===== src/rtl/csea_mp_seq.sv =====
// -----------------------------------------------------------------------------
// csea_mp_seq
// Multi-precision add/subtract sequencer. One external 16-bit combinational
// adder is reused: the operands are processed one 16-bit word per cycle,
// least significant word first. The carry between words is held in a register.
//
// Ports
//   clk          rising-edge clock
//   reset_n      asynchronous active-low reset
//   start_valid  request strobe          start_ready  sequencer can accept
//   A, B         W-bit operands, captured on accept only
//   Cin          carry-in for add (ignored when Sub=1)
//   Sub          1: A - B, 0: A + B + Cin
//   add_A/add_B/add_Cin   word operands and carry driven to the external adder
//                         (add_B is already complemented when subtracting)
//   add_Sum/add_Cout      combinational result of the external adder
//   Sum, Cout, Ovf        result registers (Cout=1 on subtract means no borrow)
//   res_valid    result available        res_ready    consumer takes result
//   dbg_state    current FSM state (0 IDLE, 1 RUN, 2 DONE)
//
// Handshakes: a transfer happens on a rising edge where valid and ready are
// both 1. start_ready is 1 only in IDLE. res_valid is 1 only in DONE, and
// Sum/Cout/Ovf stay stable until the transfer. Only start_valid raised while
// start_ready=1 is accepted; valid seen at any other time is ignored.
// -----------------------------------------------------------------------------
module csea_mp_seq #(
  parameter  int WORDS = 4,
  localparam int W     = 16 * WORDS,
  localparam int IDX_W = (WORDS > 1) ? $clog2(WORDS) : 1
) (
  input  logic          clk,
  input  logic          reset_n,
  input  logic          start_valid,
  output logic          start_ready,
  input  logic [W-1:0]  A,
  input  logic [W-1:0]  B,
  input  logic          Cin,
  input  logic          Sub,
  output logic [15:0]   add_A,
  output logic [15:0]   add_B,
  output logic          add_Cin,
  input  logic [15:0]   add_Sum,
  input  logic          add_Cout,
  output logic [W-1:0]  Sum,
  output logic          Cout,
  output logic          Ovf,
  output logic          res_valid,
  input  logic          res_ready,
  output logic [1:0]    dbg_state
);

  typedef enum logic [1:0] {
    ST_IDLE = 2'd0,
    ST_RUN  = 2'd1,
    ST_DONE = 2'd2
  } state_t;

  localparam logic [IDX_W-1:0] LAST_IDX = IDX_W'(WORDS - 1);

  // State and datapath registers
  state_t           state_q,       state_d;
  logic [W-1:0]     op_a_q,        op_a_d;
  logic [W-1:0]     op_b_q,        op_b_d;
  logic             sub_q,         sub_d;
  logic [IDX_W-1:0] idx_q,         idx_d;
  logic             carry_q,       carry_d;
  logic [W-1:0]     sum_q,         sum_d;
  logic             cout_q,        cout_d;
  logic             ovf_q,         ovf_d;
  logic             res_valid_q,   res_valid_d;
  logic             start_ready_q, start_ready_d;

  // Word slices of the operand registers and the adder drive
  logic [15:0] a_word;
  logic [15:0] b_word;
  logic [15:0] add_a_w;
  logic [15:0] add_b_w;
  logic        add_cin_w;

  always_comb begin
    a_word = op_a_q[16*idx_q +: 16];
    // Subtraction is A + ~B + 1: the inversion is applied here, and the +1
    // comes in through the carry register preset at accept time.
    b_word = op_b_q[16*idx_q +: 16] ^ {16{sub_q}};
  end

  // The adder inputs are only meaningful in RUN. They stay at zero otherwise,
  // so the shared adder sees quiet inputs while idle.
  always_comb begin
    add_a_w   = 16'h0000;
    add_b_w   = 16'h0000;
    add_cin_w = 1'b0;
    if (state_q == ST_RUN) begin
      add_a_w   = a_word;
      add_b_w   = b_word;
      add_cin_w = carry_q;
    end
  end

  assign add_A   = add_a_w;
  assign add_B   = add_b_w;
  assign add_Cin = add_cin_w;

  // Next-state logic
  always_comb begin
    state_d       = state_q;
    op_a_d        = op_a_q;
    op_b_d        = op_b_q;
    sub_d         = sub_q;
    idx_d         = idx_q;
    carry_d       = carry_q;
    sum_d         = sum_q;
    cout_d        = cout_q;
    ovf_d         = ovf_q;
    res_valid_d   = res_valid_q;
    start_ready_d = start_ready_q;

    case (state_q)
      ST_IDLE: begin
        if (start_valid) begin
          op_a_d        = A;
          op_b_d        = B;
          sub_d         = Sub;
          idx_d         = '0;
          carry_d       = Sub ? 1'b1 : Cin;
          state_d       = ST_RUN;
          start_ready_d = 1'b0;
        end
      end

      ST_RUN: begin
        // Words that are not yet written keep their old contents. Sum is only
        // defined to the consumer while res_valid is 1.
        sum_d[16*idx_q +: 16] = add_Sum;
        carry_d               = add_Cout;
        if (idx_q == LAST_IDX) begin
          cout_d      = add_Cout;
          // Signed overflow: the operands as the adder sees them (B already
          // inverted for subtract) have equal signs and the result sign differs.
          ovf_d       = (op_a_q[W-1] == add_b_w[15]) &&
                        (add_Sum[15] != op_a_q[W-1]);
          state_d     = ST_DONE;
          res_valid_d = 1'b1;
        end else begin
          idx_d = idx_q + 1'b1;
        end
      end

      ST_DONE: begin
        if (res_ready) begin
          res_valid_d   = 1'b0;
          state_d       = ST_IDLE;
          start_ready_d = 1'b1;
        end
      end

      default: begin
        state_d       = ST_IDLE;
        res_valid_d   = 1'b0;
        start_ready_d = 1'b1;
      end
    endcase
  end

  // All state in one register block. Reset drops any operation in progress
  // and clears the result, so a partial Sum is never presented.
  always_ff @(posedge clk or negedge reset_n) begin
    if (!reset_n) begin
      state_q       <= ST_IDLE;
      op_a_q        <= '0;
      op_b_q        <= '0;
      sub_q         <= 1'b0;
      idx_q         <= '0;
      carry_q       <= 1'b0;
      sum_q         <= '0;
      cout_q        <= 1'b0;
      ovf_q         <= 1'b0;
      res_valid_q   <= 1'b0;
      start_ready_q <= 1'b1;
    end else begin
      state_q       <= state_d;
      op_a_q        <= op_a_d;
      op_b_q        <= op_b_d;
      sub_q         <= sub_d;
      idx_q         <= idx_d;
      carry_q       <= carry_d;
      sum_q         <= sum_d;
      cout_q        <= cout_d;
      ovf_q         <= ovf_d;
      res_valid_q   <= res_valid_d;
      start_ready_q <= start_ready_d;
    end
  end

  assign start_ready = start_ready_q;
  assign res_valid   = res_valid_q;
  assign Sum         = sum_q;
  assign Cout        = cout_q;
  assign Ovf         = ovf_q;
  assign dbg_state   = state_q;

endmodule


===== config.mk =====
export PLATFORM = sky130hd
export DESIGN_NAME = csea_mp_seq
export DESIGN_NICKNAME = d
export VERILOG_FILES = /design/src/rtl/csea_mp_seq.sv
export SDC_FILE = /design/constraint.sdc
export NUM_CORES = 1
export LEC_CHECK = 0
export CORE_MARGIN = 1.5
export CORE_UTILIZATION = 43
export DETAILED_ROUTE_END_ITERATION = 7
export MAX_ROUTING_LAYER = met4
export PLACE_DENSITY = 0.76
export SLEW_MARGIN = 20
export SYNTH_ARGS = -nofsm -noshare
export SYNTH_HDL_FRONTEND = slang
export SYNTH_SLANG_ARGS = --single-unit

===== constraint.sdc =====
create_clock -name clk -period 2.67 [get_ports clk]
set_clock_uncertainty 0.2 [all_clocks]
set_input_delay 0.4005 -clock clk [delete_from_list [all_inputs] [get_ports clk]]
set_output_delay 0.4005 -clock clk [all_outputs]
set_load 0.1 [all_outputs]

==> metrics.yaml, run 1 <==
areaGrowthSynthToFinish_pct: 48.0
path_common_cell: "buf_12"
worst_slew_pin_slew_ns: 0.640
synth.net_count: 1058
numCtsBuffers: 22
final_net_count: 1320
post_drt_via_cell_ratio: 5.04
clkSlewWorstSetupHoldPaths_ns: 0.06
synth_top_cell_by_area: "dfrtp_1"
drt-total-wl_microns: 24900
end_kind: "output port"
synth-edff-count: 0
violations: "setup timing"
rows: 52
grt_remaining_overflow: 0
avgSynthCellArea_sq_um: 9.77
dpl-instance-area_sq_um: 12000
cts_tree: "yes"
netlist_instances: 901
numPortBuffers: 253
io_pins: 254
slowest_delay_ns: 0.53
min_to: "op_a_q[22]$_DFFE_PN0P_"
yosys.area.top_type_share_pct: 57.1
place.gp.congestion: 0.847
period_needed_ns: 2.78
ys_ff_latch: 202
crit_type: "reg2out"
core-area_sq_um: 20200
htree_num_levels: 1
hold_viol_final: 0
start_util_pct: 43.6
hpwl_microns: 16800
layout-drive-gt1-share_pct: 22.1
clk_latency_ns: 0.50
reg2reg_depth: 11
r2r-end: "Sum[0]$_DFFE_PN0P_"
cp_top_family: "multiplexers"
ys_top_cells_by_count: "nand2_1, dfrtp_1, o21ai_0"
ys_seq_area_share_pct: 57.4
min_path_type: "in2reg"
cts_sinks: 202
wl_per_cell_microns: 17.2
drtIter0Drc: 413
vias: 7302
drv_cap: 0
synth.distinct_cells: 33
drtPass1Iterations: 5
synth.most_common_cell: "nand2_1"
fin_area_sq_um: 13000
grt_max_degree: 111
worstReg2RegStart: "idx_q[0]$_DFFE_PN0P_"
fmax_mhz: 359
crit_start: "idx_q[0]$_DFFE_PN0P_"
grt_pass1_vias: 7512
fin_crit_sh_pct: 104
drc: 0
hp-start: "A[22]"
r2r_setup_slack_ns: 0.12
rsz0062_at_grt: "yes"
synthTopCellsByArea: "dfrtp_1, nand2_1, mux4_2"
synth_area_sq_um: 8800
ant_nets: 0
setup_viol: 32
die_h_microns: 146
synth_ff_type: "dfrtp_1"
grt_pass1_wl_microns: 40000
relSlewSlack_pct: 57.3
fp.dieW_microns: 146
hold_depth: 3
yosysWarnings: 0
cp.buffers_inverters: 3
setup_slack_ns: -0.114
antenna_found_initial: 3
crit_arrival_ns: 2.18
cts_max_path_buffers: 3
report.final.slew_viol_count: 0
dieArea_sq_um: 21300
outcome: "finished, violations left"
cts_root_buffer: "clkbuf_16"
crit_path_cell_trace: "buf_6 -> buf_12 -> mux4_2 -> xnor2_2 -> nor2_4 -> buf_12"
worst-endpoint-required_ns: 2.07
slowest_stage: "mux4_2"
async_flop_share_pct: 100
grt_usage_pct: 24.4
start_kind: "flip-flop"
critPathMaxFanout: 7
[state kept, by name (all words and copies together) (netlist names)]
signal       flops
Cout             1
Ovf              1
Sum             64
carry_q          1
dbg_state        2
idx_q            2
op_a_q          64
op_b_q          64
res_valid        1
start_ready      1
sub_q            1
[what timing repair did]
action	CTS	global route
endpoints found under the setup margin	27	32
pin swaps	1	6
hold endpoints to repair	70	0
gates resized for setup	18	13
setup buffers	9	6
cloned	2	0
hold buffers	1	0
[how the worst max path moves through the flow]
stage | depth (start not counted) | to | slack, ns
final | 6 | add_B[7] | -0.11
after global routing | 6 | add_B[7] | -0.18
after CTS | 6 | add_B[7] | -0.14
after detailed placement | 5 | add_B[0] | 0.34
after global placement | 5 | add_B[0] | 0.35
after floorplan | 4 | add_B[10] | -0.08
[cell type report]
cell class              count  area [sq um]
fillers                  1600          7140
repair buffers            294          3160
clock buffers              32           659
diodes                      3          7.51
inverters                   4          15.0
flip-flops and latches    202          5060
multi-input cells         639          3680
clock inverters             6           105
well taps                 270           338
[metal layers]
layer | GRT usage (%) | share of wire [%] | vias up
met1 | 30.1 | 40 | 3555
met3 | 6.03 | 7.6 | 41
met4 | 8.18 | 3.1 | 0
li1 | - | - | 3428
met2 | 39.4 | 49 | 278
met5 | - | 0 | -
[worst reg2reg max path: cells and delay by family (launching register included)]
kind                       cells  cell delay [ns]
adders and majority gates      1             0.32
and+or+nand+nor                2             0.33
buffers and inverters          7             1.01
DFF                            1             0.43
AOI/OAI and AO/OA              1             0.18
[cells in the final DEF (no fill, tap or decap), types with 6 or more instances in the layout]
cell	synthesis	routed
mux4_2	32	32
buf_4	2	96
a22o_1	32	32
dfrtp_1	201	197
o21ai_0	36	36
nor2_1	22	6
nor2_4	0	14
nand2_1	459	459
clkbuf_16	0	23
buf_12	0	45
clkbuf_8	0	6
xnor2_1	15	11
and2_4	0	16
ha_1	6	6
clkdlybuf4s50_1	0	149
[logic make-up after synthesis]
kind of cell	after synthesis	share of synthesized area (%)
flops	202	57.4
simple gates	510	23.0
compound gates	74	5.71
buf+inv	60	2.98
fa+ha+maj	6	0.853
mux	33	8.31
xor+xnor	16	1.68
[stage by stage]
stage	instances	util, %	TNS [ns]	setup slack [ns]	hold slack, ns
after floorplan	901	-	-0.760	-0.0760	-0.0951
after global placement	1393	59.5	0	0.352	0.253
after detailed placement	1393	59.5	0	0.345	0.257
after CTS	1443	64.3	-2.77	-0.139	0.203
after global routing	1450	64.6	-3.62	-0.182	0.213
final	1450	64.6	-1.57	-0.114	0.226
Power of run 1 is left out: the tool's default activity adds up to more than one toggle a clock period on the data nets, which glitch-free logic cannot reach.
==> inputs of run 2 (changes only) <==
CTS_CLUSTER_DIAMETER = 120   (was default)
SKIP_CTS_REPAIR_TIMING = 1   (was default)
==> metrics.yaml, run 2 (synthesized netlist as in run 1, its figures left out) <==
r2r_setup_slack_ns: 0.54
die_h_microns: 146
end_kind: "output port"
grt_pass1_vias: 7371
drv_cap: 0
fmax_mhz: 358
cts_sinks: 202
layout_commonest_cell: "nand2_1"
crit_type: "reg2out"
grt_max_degree: 111
drc: 0
hpwl_microns: 16800
clk_latency_ns: 0.50
nFillCells: 1626
setup_tns_ns: -1.44
min_path_type: "in2reg"
violations: "setup timing"
layout_common_cells: "nand2_1, dfrtp_1, clkdlybuf4s50_1"
hold_viol_final: 0
grt_pass1_wl_microns: 39100
vias: 7184
numPortBuffers: 253
fp.dieW_microns: 146
slowest_stage: "mux4_2"
setup_slack_ns: -0.124
path_common_cell: "buf_12"
setup_viol: 22
worst_slew_pin_slew_ns: 0.636
wl_per_cell_microns: 17.0
drtPass1Iterations: 6
drt-total-wl_microns: 24400
slowest_delay_ns: 0.50
clkSlewWorstSetupHoldPaths_ns: 0.06
worst-endpoint-required_ns: 2.07
ant_nets: 0
rows: 52
crit_arrival_ns: 2.19
core-area_sq_um: 20200
layout-drive-gt1-share_pct: 21.3
grt_remaining_overflow: 0
final_core_util_pct: 64.0
htree_num_levels: 1
rsz0062_at_grt: "yes"
final_net_count: 1310
report.final.slew_viol_count: 0
cts_root_buffer: "clkbuf_16"
areaGrowthSynthToFinish_pct: 46.5
start_util_pct: 43.6
numCtsBuffers: 22
post_drt_via_cell_ratio: 4.99
cp_top_family: "multiplexers"
fin_crit_sh_pct: 105
critPathMaxFanout: 7
cts_tree: "yes"
cts_max_path_buffers: 3
dieArea_sq_um: 21300
drtIter0Drc: 401
cp.buffers_inverters: 3
antenna_found_initial: 2
relSlewSlack_pct: 57.6
outcome: "finished, violations left"
place.gp.congestion: 0.847
io_pins: 254
crit_path_cell_trace: "buf_12 -> clkbuf_16 -> mux4_2 -> xnor2_1 -> nor2_4 -> buf_12"
grt_usage_pct: 23.7
period_needed_ns: 2.79
start_kind: "flip-flop"
-- run 2: cell count changes in the layout (fill, tap and decap cells not counted), sizes merged --
cell,previous run,this run
clkbuf,33,34
diode,3,2
buf,143,132
-- run 2: layout make-up --
type,instances,area (sq um),area share (%)
inverter,4,15.0,0.116
clock inverter,6,105,0.815
tap,270,338,2.62
timing repair buffer,284,3060,23.7
clock buffer,32,659,5.11
multi-input combinational,639,3660,28.4
sequential,202,5060,39.2
antenna,2,5.00,0.0388
-- run 2: metrics by stage --
step / cell area [sq um] / hold WS [ns] / cells / setup WS, ns
2_1_floorplan: 8940 / -0.0951 / 901 / -0.0760
3_3_place_gp: 12000 / 0.253 / 1393 / 0.352
3_5_place_dp: 12000 / 0.257 / 1393 / 0.345
4_1_cts: 12800 / -0.255 / 1431 / -0.209
5_1_grt: 12900 / 0.211 / 1439 / -0.185
6_report: 12900 / 0.223 / 1439 / -0.124
-- run 2: worst paths after layout --
| kind | depth (start not counted) | to | start |
|---|---|---|---|
| min reg2reg | 2 | op_b_q[57]$_DFFE_PN0P_ | op_b_q[57]$_DFFE_PN0P_ |
| max in group asynchronous | 3 | Sum[0]$_DFFE_PN0P_ | reset_n |
| min | 3 | op_b_q[25]$_DFFE_PN0P_ | B[25] |
| max | 6 | add_B[1] | idx_q[0]$_DFFE_PN0P_ |
| max reg2reg | 7 | Sum[0]$_DFFE_PN0P_ | idx_q[0]$_DFFE_PN0P_ |
| min in group asynchronous | 2 | Sum[28]$_DFFE_PN0P_ | reset_n |
-- run 2: metal layers --
layer / GRT usage [%] / wire [microns] / vias up
li1: - / - / 3403
met1: 29.4 / 10100 / 3497
met2: 38.2 / 11700 / 244
met3: 6.19 / 1860 / 40
met4: 7.58 / 730 / 0
met5: - / 0 / -
-- run 2: worst register-to-register path: cells and delay by family (launching register included) --
family          cells  cell delay [ns]
buf+inv             3             0.58
flops               1             0.42
fa+ha+maj           1             0.38
simple gates        2             0.30
compound gates      1             0.18
Power of run 2 is left out for the same reason.
==> inputs of run 3 (changes only) <==
CORE_UTILIZATION = 48   (was 43)
PLACE_DENSITY = 0.81   (was 0.76)
SETUP_SLACK_MARGIN = 0.2   (was default)
clock period = 3.2 ns   (was 2.67 ns; I/O delays follow)
==> metrics.yaml, run 3 (synthesized netlist as in run 1, its figures left out) <==
end_kind: "output port"
vias: 7178
clk_latency_ns: 0.50
wl_met2_microns: 11800
fp.dieW_microns: 138
register_area_sq_um: 5070
layout_common_cells: "nand2_1, dfrtp_1, clkdlybuf4s50_1"
drv_cap: 0
start_kind: "flip-flop"
r2r-end: "Sum[27]$_DFFE_PN0P_"
grt_pass1_vias: 7401
drt-total-wl_microns: 24300
nFillCells: 1302
critPathMaxFanout: 6
cts_sinks: 202
cts_root_buffer: "clkbuf_16"
report.final.slew_viol_count: 0
drtPass1Iterations: 5
io_pins: 254
route.met3.wl_microns: 1810
crit_type: "reg2out"
min_path_type: "reg2reg"
worst_slew_pin_slew_ns: 0.865
layout-drive-gt1-share_pct: 18.6
worstReg2RegStart: "dbg_state[1]$_DFFE_PN0P_"
wl_met1_microns: 9770
period_needed_ns: 2.90
worst-endpoint-required_ns: 2.52
multiInputGateArea_sq_um: 3590
drc: 0
clkSlewWorstSetupHoldPaths_ns: 0.06
hold_viol_final: 0
n_antenna_cell: 0
r2r_setup_slack_ns: 0.83
die_h_microns: 138
reg2reg_depth: 4
grt_pass1_wl_microns: 39100
grt_usage_pct: 26.3
relSlewSlack_pct: 42.3
crit_start: "idx_q[0]$_DFFE_PN0P_"
fmax_mhz: 345
hpwl_microns: 16800
numCtsBuffers: 22
top_layer_used: "met4"
post_drt_via_cell_ratio: 5.19
setup_viol: 0
fin_crit_sh_pct: 90.5
antenna_found_initial: 0
setup_tns_ns: 0
wl_per_cell_microns: 17.6
dieArea_sq_um: 19200
drtIter0Drc: 399
core-area_sq_um: 18000
start_util_pct: 49.0
outcome: "finished, final reports clean"
layout_commonest_cell: "nand2_1"
grt_remaining_overflow: 0
areaGrowthSynthToFinish_pct: 42.2
rsz0062_at_grt: "no"
final_net_count: 1297
cts_max_path_buffers: 3
numPortBuffers: 253
cts_tree: "yes"
place.gp.congestion: 0.846
ant_nets: 0
crit_arrival_ns: 2.22
grt_max_degree: 130
htree_num_levels: 1
rows: 49
crit_path_end: "add_B[15]"
-- run 3: cell count changes in the layout (fill, tap and decap cells not counted), sizes merged --
cell,previous run,this run
buf,132,120
bufinv,3,0
clkbuf,34,37
clkinv,3,2
clkinvlp,0,1
diode,2,0
-- run 3: worst min path at each step --
| stage | start | endpoint | slack (ns) | cells after the start |
|---|---|---|---|---|
| 6_report | op_a_q[47]$_DFFE_PN0P_ | op_a_q[47]$_DFFE_PN0P_ | 0.27 | 2 |
| 5_1_grt | op_b_q[63]$_DFFE_PN0P_ | op_b_q[63]$_DFFE_PN0P_ | 0.28 | 2 |
| 4_1_cts | reset_n | Sum[30]$_DFFE_PN0P_ | -0.15 | 1 |
| 3_5_place_dp | op_b_q[22]$_DFFE_PN0P_ | op_b_q[22]$_DFFE_PN0P_ | 0.26 | 2 |
| 3_3_place_gp | op_b_q[48]$_DFFE_PN0P_ | op_b_q[48]$_DFFE_PN0P_ | 0.25 | 2 |
| 2_1_floorplan | reset_n | Cout$_DFFE_PN0P_ | -0.02 | 0 |
-- run 3: final cells by class --
cell class,instances,share of cell area (%)
well taps,229,2.29
clock buffers,36,5.31
repair buffers,271,23.0
multi-input cells,639,28.7
clock inverters,3,0.140
inverters,4,0.120
flip-flops and latches,202,40.5
-- run 3: through the flow --
| stage | area, sq um | std cells | util [%] | hold slack, ns | setup WS [ns] |
|---|---|---|---|---|---|
| floorplan | 8890 | 901 | - | -0.0156 | 0.0291 |
| global placement | 11800 | 1343 | 65.7 | 0.252 | 0.647 |
| detailed placement | 11800 | 1343 | 65.7 | 0.261 | 0.638 |
| CTS | 12500 | 1382 | 69.5 | -0.146 | 0.0951 |
| global route | 12500 | 1384 | 69.7 | 0.283 | 0.226 |
| finish | 12500 | 1384 | 69.7 | 0.273 | 0.303 |
-- run 3: layer usage --
metal	GRT usage, %	up-vias
met5	-	-
met4	10.1	0
met3	5.78	55
met2	42.5	281
met1	32.6	3463
li1	-	3379
-- run 3: worst max-delay path, stage by stage, from the launching register on --
cell     delay, ns
dfrtp_4       0.44
buf_4         0.20
mux4_2        0.54
xnor2_2       0.18
nor2_2        0.15
buf_12        0.20
Power of run 3 is left out for the same reason.
